$ cat src/rtl/u_pe_feeder.sv
// u_pe_feeder: streams one KSIZE x KSIZE window into a four-row PE column, then injects psums.
// Optional build macro PE_FEED_ZERO_SKIP_EN: zero-weight beats are consumed but not flagged valid.

module u_pe_feeder_lane #(
  parameter int DATA_SIZE = 8
) (
  input  logic                 clk_cal,
  input  logic                 rst_cal,
  input  logic                 ld_map,
  input  logic [DATA_SIZE-1:0] map_d,
  input  logic                 ld_din,
  input  logic [DATA_SIZE-1:0] din_d,
  output logic [DATA_SIZE-1:0] map_q,
  output logic [DATA_SIZE-1:0] din_q
);
  always_ff @(posedge clk_cal) begin
    if (!rst_cal) begin
      map_q <= '0;
      din_q <= '0;
    end else begin
      if (ld_map) map_q <= map_d;
      if (ld_din) din_q <= din_d;
    end
  end
endmodule

module u_pe_feeder #(
  parameter int DATA_SIZE = 8,
  parameter int KSIZE     = 5,
  parameter int CNT_W     = 5
) (
  input  logic                   clk_cal,
  input  logic                   rst_cal,
  input  logic                   start,
  input  logic [DATA_SIZE-1:0]   bias_in,
  input  logic [4*DATA_SIZE-1:0] psum_in,
  input  logic                   in_valid,
  output logic                   in_ready,
  input  logic [DATA_SIZE-1:0]   w_in,
  input  logic [4*DATA_SIZE-1:0] m_in,
  output logic [DATA_SIZE-1:0]   IWeight,
  output logic                   IweightVld,
  output logic [DATA_SIZE-1:0]   IMap_0,
  output logic [DATA_SIZE-1:0]   IMap_1,
  output logic [DATA_SIZE-1:0]   IMap_2,
  output logic [DATA_SIZE-1:0]   IMap_3,
  output logic                   ImapVld_0,
  output logic                   ImapVld_1,
  output logic                   ImapVld_2,
  output logic                   ImapVld_3,
  output logic [DATA_SIZE-1:0]   bias,
  output logic [DATA_SIZE-1:0]   din_0,
  output logic [DATA_SIZE-1:0]   din_1,
  output logic [DATA_SIZE-1:0]   din_2,
  output logic [DATA_SIZE-1:0]   din_3,
  output logic                   dinVld,
  output logic                   busy,
  output logic                   done
);
  localparam int NUM_LANES = 4;
  localparam int STAGES    = 1;
  localparam logic [CNT_W-1:0] LAST_BEAT = CNT_W'(KSIZE*KSIZE - 1);

  typedef enum logic [2:0] {S_IDLE, S_STREAM, S_FLUSH, S_PSUM, S_DONE} state_t;

  typedef struct packed {
    logic [DATA_SIZE-1:0]                w;
    logic [NUM_LANES-1:0][DATA_SIZE-1:0] map;
  } beat_t;

  state_t                              state, state_nxt;
  logic [CNT_W-1:0]                    cnt;
  logic                                accept, fwd, start_acc;
  beat_t                               beat_d;
  logic [NUM_LANES-1:0][DATA_SIZE-1:0] psum_v, map_q, din_q;
  logic [DATA_SIZE-1:0]                w_q, bias_q;
  logic [STAGES:1]                     vld_q;
  logic [STAGES:0]                     vld_pipe;

  assign accept    = in_valid && in_ready;
  assign start_acc = (state == S_IDLE) && start;
  assign psum_v    = psum_in;

  always_comb begin
    beat_d     = '0;
    beat_d.w   = w_in;
    beat_d.map = m_in;
  end

`ifdef PE_FEED_ZERO_SKIP_EN
  // Zero-weight beats still count toward the window but never reach the PEs.
  assign fwd = accept && (w_in != '0);
`else
  assign fwd = accept;
`endif

  always_comb begin
    vld_pipe             = '0;
    vld_pipe[0]          = fwd;
    vld_pipe[STAGES:1]   = vld_q;
  end

  always_ff @(posedge clk_cal) begin
    if (!rst_cal) begin
      state <= S_IDLE;
      cnt   <= '0;
      vld_q <= '0;
    end else begin
      state <= state_nxt;
      vld_q <= vld_pipe[STAGES-1:0];
      if (accept) cnt <= (cnt == LAST_BEAT) ? '0 : cnt + CNT_W'(1);
    end
  end

  always_comb begin
    state_nxt = state;
    case (state)
      S_IDLE:   if (start) state_nxt = S_STREAM;
      S_STREAM: if (accept && (cnt == LAST_BEAT)) state_nxt = S_FLUSH;
      S_FLUSH:  state_nxt = S_PSUM;
      S_PSUM:   state_nxt = S_DONE;
      S_DONE:   state_nxt = S_IDLE;
      default:  state_nxt = S_IDLE;
    endcase
  end

  always_ff @(posedge clk_cal) begin
    if (!rst_cal) begin
      w_q    <= '0;
      bias_q <= '0;
    end else begin
      if (fwd)       w_q    <= beat_d.w;
      if (start_acc) bias_q <= bias_in;
    end
  end

  for (genvar r = 0; r < NUM_LANES; r++) begin : g_lane
    u_pe_feeder_lane #(.DATA_SIZE(DATA_SIZE)) u_lane (
      .clk_cal (clk_cal),
      .rst_cal (rst_cal),
      .ld_map  (fwd),
      .map_d   (beat_d.map[r]),
      .ld_din  (start_acc),
      .din_d   (psum_v[r]),
      .map_q   (map_q[r]),
      .din_q   (din_q[r])
    );
  end

  assign in_ready   = (state == S_STREAM);
  assign dinVld     = (state == S_PSUM);
  assign done       = (state == S_DONE);
  assign busy       = (state != S_IDLE);
  assign IWeight    = w_q;
  assign IweightVld = vld_pipe[STAGES];
  assign ImapVld_0  = vld_pipe[STAGES];
  assign ImapVld_1  = vld_pipe[STAGES];
  assign ImapVld_2  = vld_pipe[STAGES];
  assign ImapVld_3  = vld_pipe[STAGES];
  assign IMap_0     = map_q[0];
  assign IMap_1     = map_q[1];
  assign IMap_2     = map_q[2];
  assign IMap_3     = map_q[3];
  assign bias       = bias_q;
  assign din_0      = din_q[0];
  assign din_1      = din_q[1];
  assign din_2      = din_q[2];
  assign din_3      = din_q[3];
endmodule

$ cat config.mk
export PLATFORM = sky130hd
export DESIGN_NAME = u_pe_feeder
export DESIGN_NICKNAME = d
export VERILOG_FILES = /design/src/rtl/u_pe_feeder.sv
export SDC_FILE = /design/constraint.sdc
export NUM_CORES = 1
export LEC_CHECK = 0
export CAP_MARGIN = 10
export CORE_MARGIN = 5
export CORE_UTILIZATION = 44
export CTS_CLUSTER_SIZE = 16
export DETAILED_ROUTE_END_ITERATION = 6
export PLACE_DENSITY = 0.86
export SYNTH_ARGS = -nofsm -noshare
export SYNTH_HDL_FRONTEND = slang
export SYNTH_HIERARCHICAL = 1
export SYNTH_SLANG_ARGS = --single-unit
$ cat constraint.sdc
create_clock -name clk_cal -period 3.2 [get_ports clk_cal]
set_input_delay 0.96 -clock clk_cal [delete_from_list [all_inputs] [get_ports clk_cal]]
set_output_delay 0.96 -clock clk_cal [all_outputs]
set_load 0.02 [all_outputs]
==> summary.md <==
| Metric | Value |
|---|---|
| Crit end category | output pin |
| Antenna-violating nets left | 0 |
| Mean Syn Cell Area | 10.9 um^2 |
| Die Ht | 100 um |
| RSZ-0062 raised after global routing | no |
| Worst Hold Class | reg2reg |
| Cell Area, Synth | 0.00359 mm^2 |
| CTS root buf | clkbuf_8 |
| Clk pwr share | between 30% and 40% |
| Max Clock Freq | 372 MHz |
| Register share of total power | roughly half |
| Worst endpoint required time | 2240 ps |
| GR Util met3 | 6.81% |
| Yosys cell types | 35 |
| Post-CTS Setup Repair Bufs | 0 |
| Pwr dens | 438 mW/mm^2 |
| CTS Buffer Depth | 2 |
| FP Rows | 33 |
| PostCTS Resize Cnt | 0 |
| Num ports | 173 |
| Clk Latency, worst-skew pair | between 300 and 400 ps |
| GRT Total Usage | roughly 18% |
| Slew Limit Fails | 0 |
| Comb power frac | 19.0% |
| Nets | 579 |
| DRC viols | 0 |
| # diodes | 0 |
| Crit path kind | reg2out |
| Int Power | 1.81 mW |
| Vias in the first global route | 2996 |
| Max incr delay on CP | approximately 630 ps |
| Period utilization | between 80 and 90% |
| Synth area leaders | dfxtp_1 50%, mux2i_1 18%, nor2b_1 11% |
| Via-per-instance ratio | 4.70 |
| RD Place Congestion | 0.723 |
| Largest net degree at the start of global routing | 46 |
| GRT Max-Usage Layer | met2 |
| Grt total ovfl | 0 |
| Initial detailed-routing violation count | between 70 and 80 |
| Share of cells above drive strength 1 | 7.83% |
| WL final | between 9 and 10 mm |
| Clock transition at path regs | 90 ps |
| YS warnings | 6 |
| Worst path depth | 2 |
| Inserted Clock Buffers | 9 |
| Slowest stage cell, crit path | clkdlybuf4s50_1 |
| PnR Total Power | 2.41 mW |
| Sequential-to-total area share from yosys stat | 49.7% |
| Number of max-cap violations | 0 |
| Worst endpoint data arrival time | 1730 ps |
| Clock Sinks | around 90 |
| Vias post-DR | 2837 |
| H-tree depth | 3 |
| Sum Neg Setup Slack | 0 ps |
| Seq cells post-synth | 89 |
| Syn Nets | 415 |
| Met1 usage | 19.8% |
| Area leader, netlist | dfxtp_1 |
| Hold buffers post-CTS | 0 |
| CP Launch Type | register |
| Static Leak | 2.02 nW |
| CP Cell Sequence | nor3b_1, clkdlybuf4s50_1 |
| Area growth, synth to finish | 53.5% |
| Relative slew margins | a little under three quarters |
| Commonest non-fill, non-tap cell in the layout | clkdlybuf4s50_1 |
| Cells on Worst Hold Path | 2 |
| Clock skew | just over 9 ps |
| Global-route wire length before repair | between 10 and 15 mm |
| Per-cell routed wire length | 15.0 um |
| Total die area | 0.0101 mm^2 |
| Fin Hold WS | 453 ps |
| Switching fraction of total power | around 25% |
| Die X | roughly 100 um |
| WP buf/inv | 1 |
| Slew @ Worst Pin | 427 ps |
| Number of detailed-route iterations in the first pass | 4 |
| R2R Setup Slk | 1410 ps |
| Antenna violations before repair | 0 |
| Finish-stage setup viols | 0 |
| CTS tree | done |
| Switch Pwr | roughly 610 uW |
| Floorplan Core Area | a little over 0.008 mm^2 |
| HPWL after detailed placement | 6.80 mm |
| Status | completed |
| Post-synth top area share | 49.7% |
| CP top delay family | buffers and inverters |
| VDD IR max | between 200 and 250 uV |
| R2R depth | 4 |
| Post-Synthesis Cells | approximately 330 |
| Fin crit period | 2690 ps |
| Met2 Track Usage GR | roughly 31% |
| Most frequent cells in the layout | 171 x clkdlybuf4s50_1, 89 x dfxtp_1, 64 x mux2i_1, 64 x nor2b_1, 27 x nand2_1 |
| CP Max Fanout | 11 |
| IO Port Bufs | 172 |
| Hold Violations, Final | 0 |
| Initial Utilization | 44.3% |
power by group through the flow:
stage	registers, mW	clock network (mW)	logic [mW]
global route	1.20	0.837	0.489
detailed placement	1.22	0	0.462
global placement	1.22	0	0.453
CTS	1.19	0.787	0.464
floorplan	1.28	0	0.165
finish	1.19	0.764	0.458
state kept, by name, summed over array words and instances (netlist names):
signal,flops
g_lane.u_lane/din_q,32
state,3
bias,8
IWeight,8
g_lane.u_lane/map_q,32
ImapVld_0,1
cnt,5
worst reg2reg max path, stage by stage, from the launching register on:
cell      delay [ps]
dfxtp_1          420
or4b_4           670
clkinv_8         250
mux2i_1          280
nor2b_1           60
per-layer routing:
| metal | wire [um] | up-vias |
|---|---|---|
| met2 | 4420 | 105 |
| li1 | - | 1412 |
| met4 | 141 | 0 |
| met5 | 0 | - |
| met3 | 778 | 13 |
| met1 | 3690 | 1307 |
final cells by class:
| class | instances | area [um^2] |
|---|---|---|
| Clock buffer | 12 | 145 |
| Sequential cell | 89 | 1780 |
| Inverter | 4 | 27.5 |
| Clock inverter | 4 | 52.6 |
| Multi-Input combinational cell | 212 | 1590 |
| Tap cell | 105 | 131 |
| Fill cell | 670 | 2580 |
| Timing Repair Buffer | 177 | 1780 |
worst paths after layout:
check / startpoint / end
max: state[0] / in_ready
min: IWeight[7] / IWeight[7]
max reg2reg: state[0] / g_lane[1].u_lane/din_q[5]
min reg2reg: IWeight[7] / IWeight[7]
synth_stat cells (all sizes together):
cell and instances:
a211oi 1, a21boi 17, a21o 1, a21oi 3, and2 1, and3 2
and3b 3, and4b 1, buf 20, clkbuf 4, clkinv 2, dfxtp 89
ha 2, inv 2, mux2i 64, nand2 35, nand2b 2, nand3 1
nand4b 1, nand4bb 1, nor2 2, nor2b 64, nor3 2, nor3b 3
o211a 1, o211ai 2, o21a 1, or3 1, or4b 1
cells by family (layout without fill, tap and decap cells):
logic type | Yosys count | after routing | share of synthesized area (%)
buffers and inverters | 28 | 197 | 6.00
multiplexers | 64 | 64 | 17.9
flip-flops | 89 | 89 | 49.7
adder cells (fa/ha/maj) | 2 | 2 | 0.697
AO/OA/AOI/OAI | 26 | 26 | 6.14
AND/OR/NAND/NOR | 120 | 120 | 19.6
stage by stage:
stage,cells,area [um^2],util (%),setup WS (ps)
after floorplan,329,3590,-,1090
after global placement,587,5310,65.6,551
after detailed placement,587,5310,65.6,481
after CTS,603,5510,68.1,498
after global routing,603,5510,68.1,416
final,603,5510,68.1,509
(Power assumes the default switching activity.)
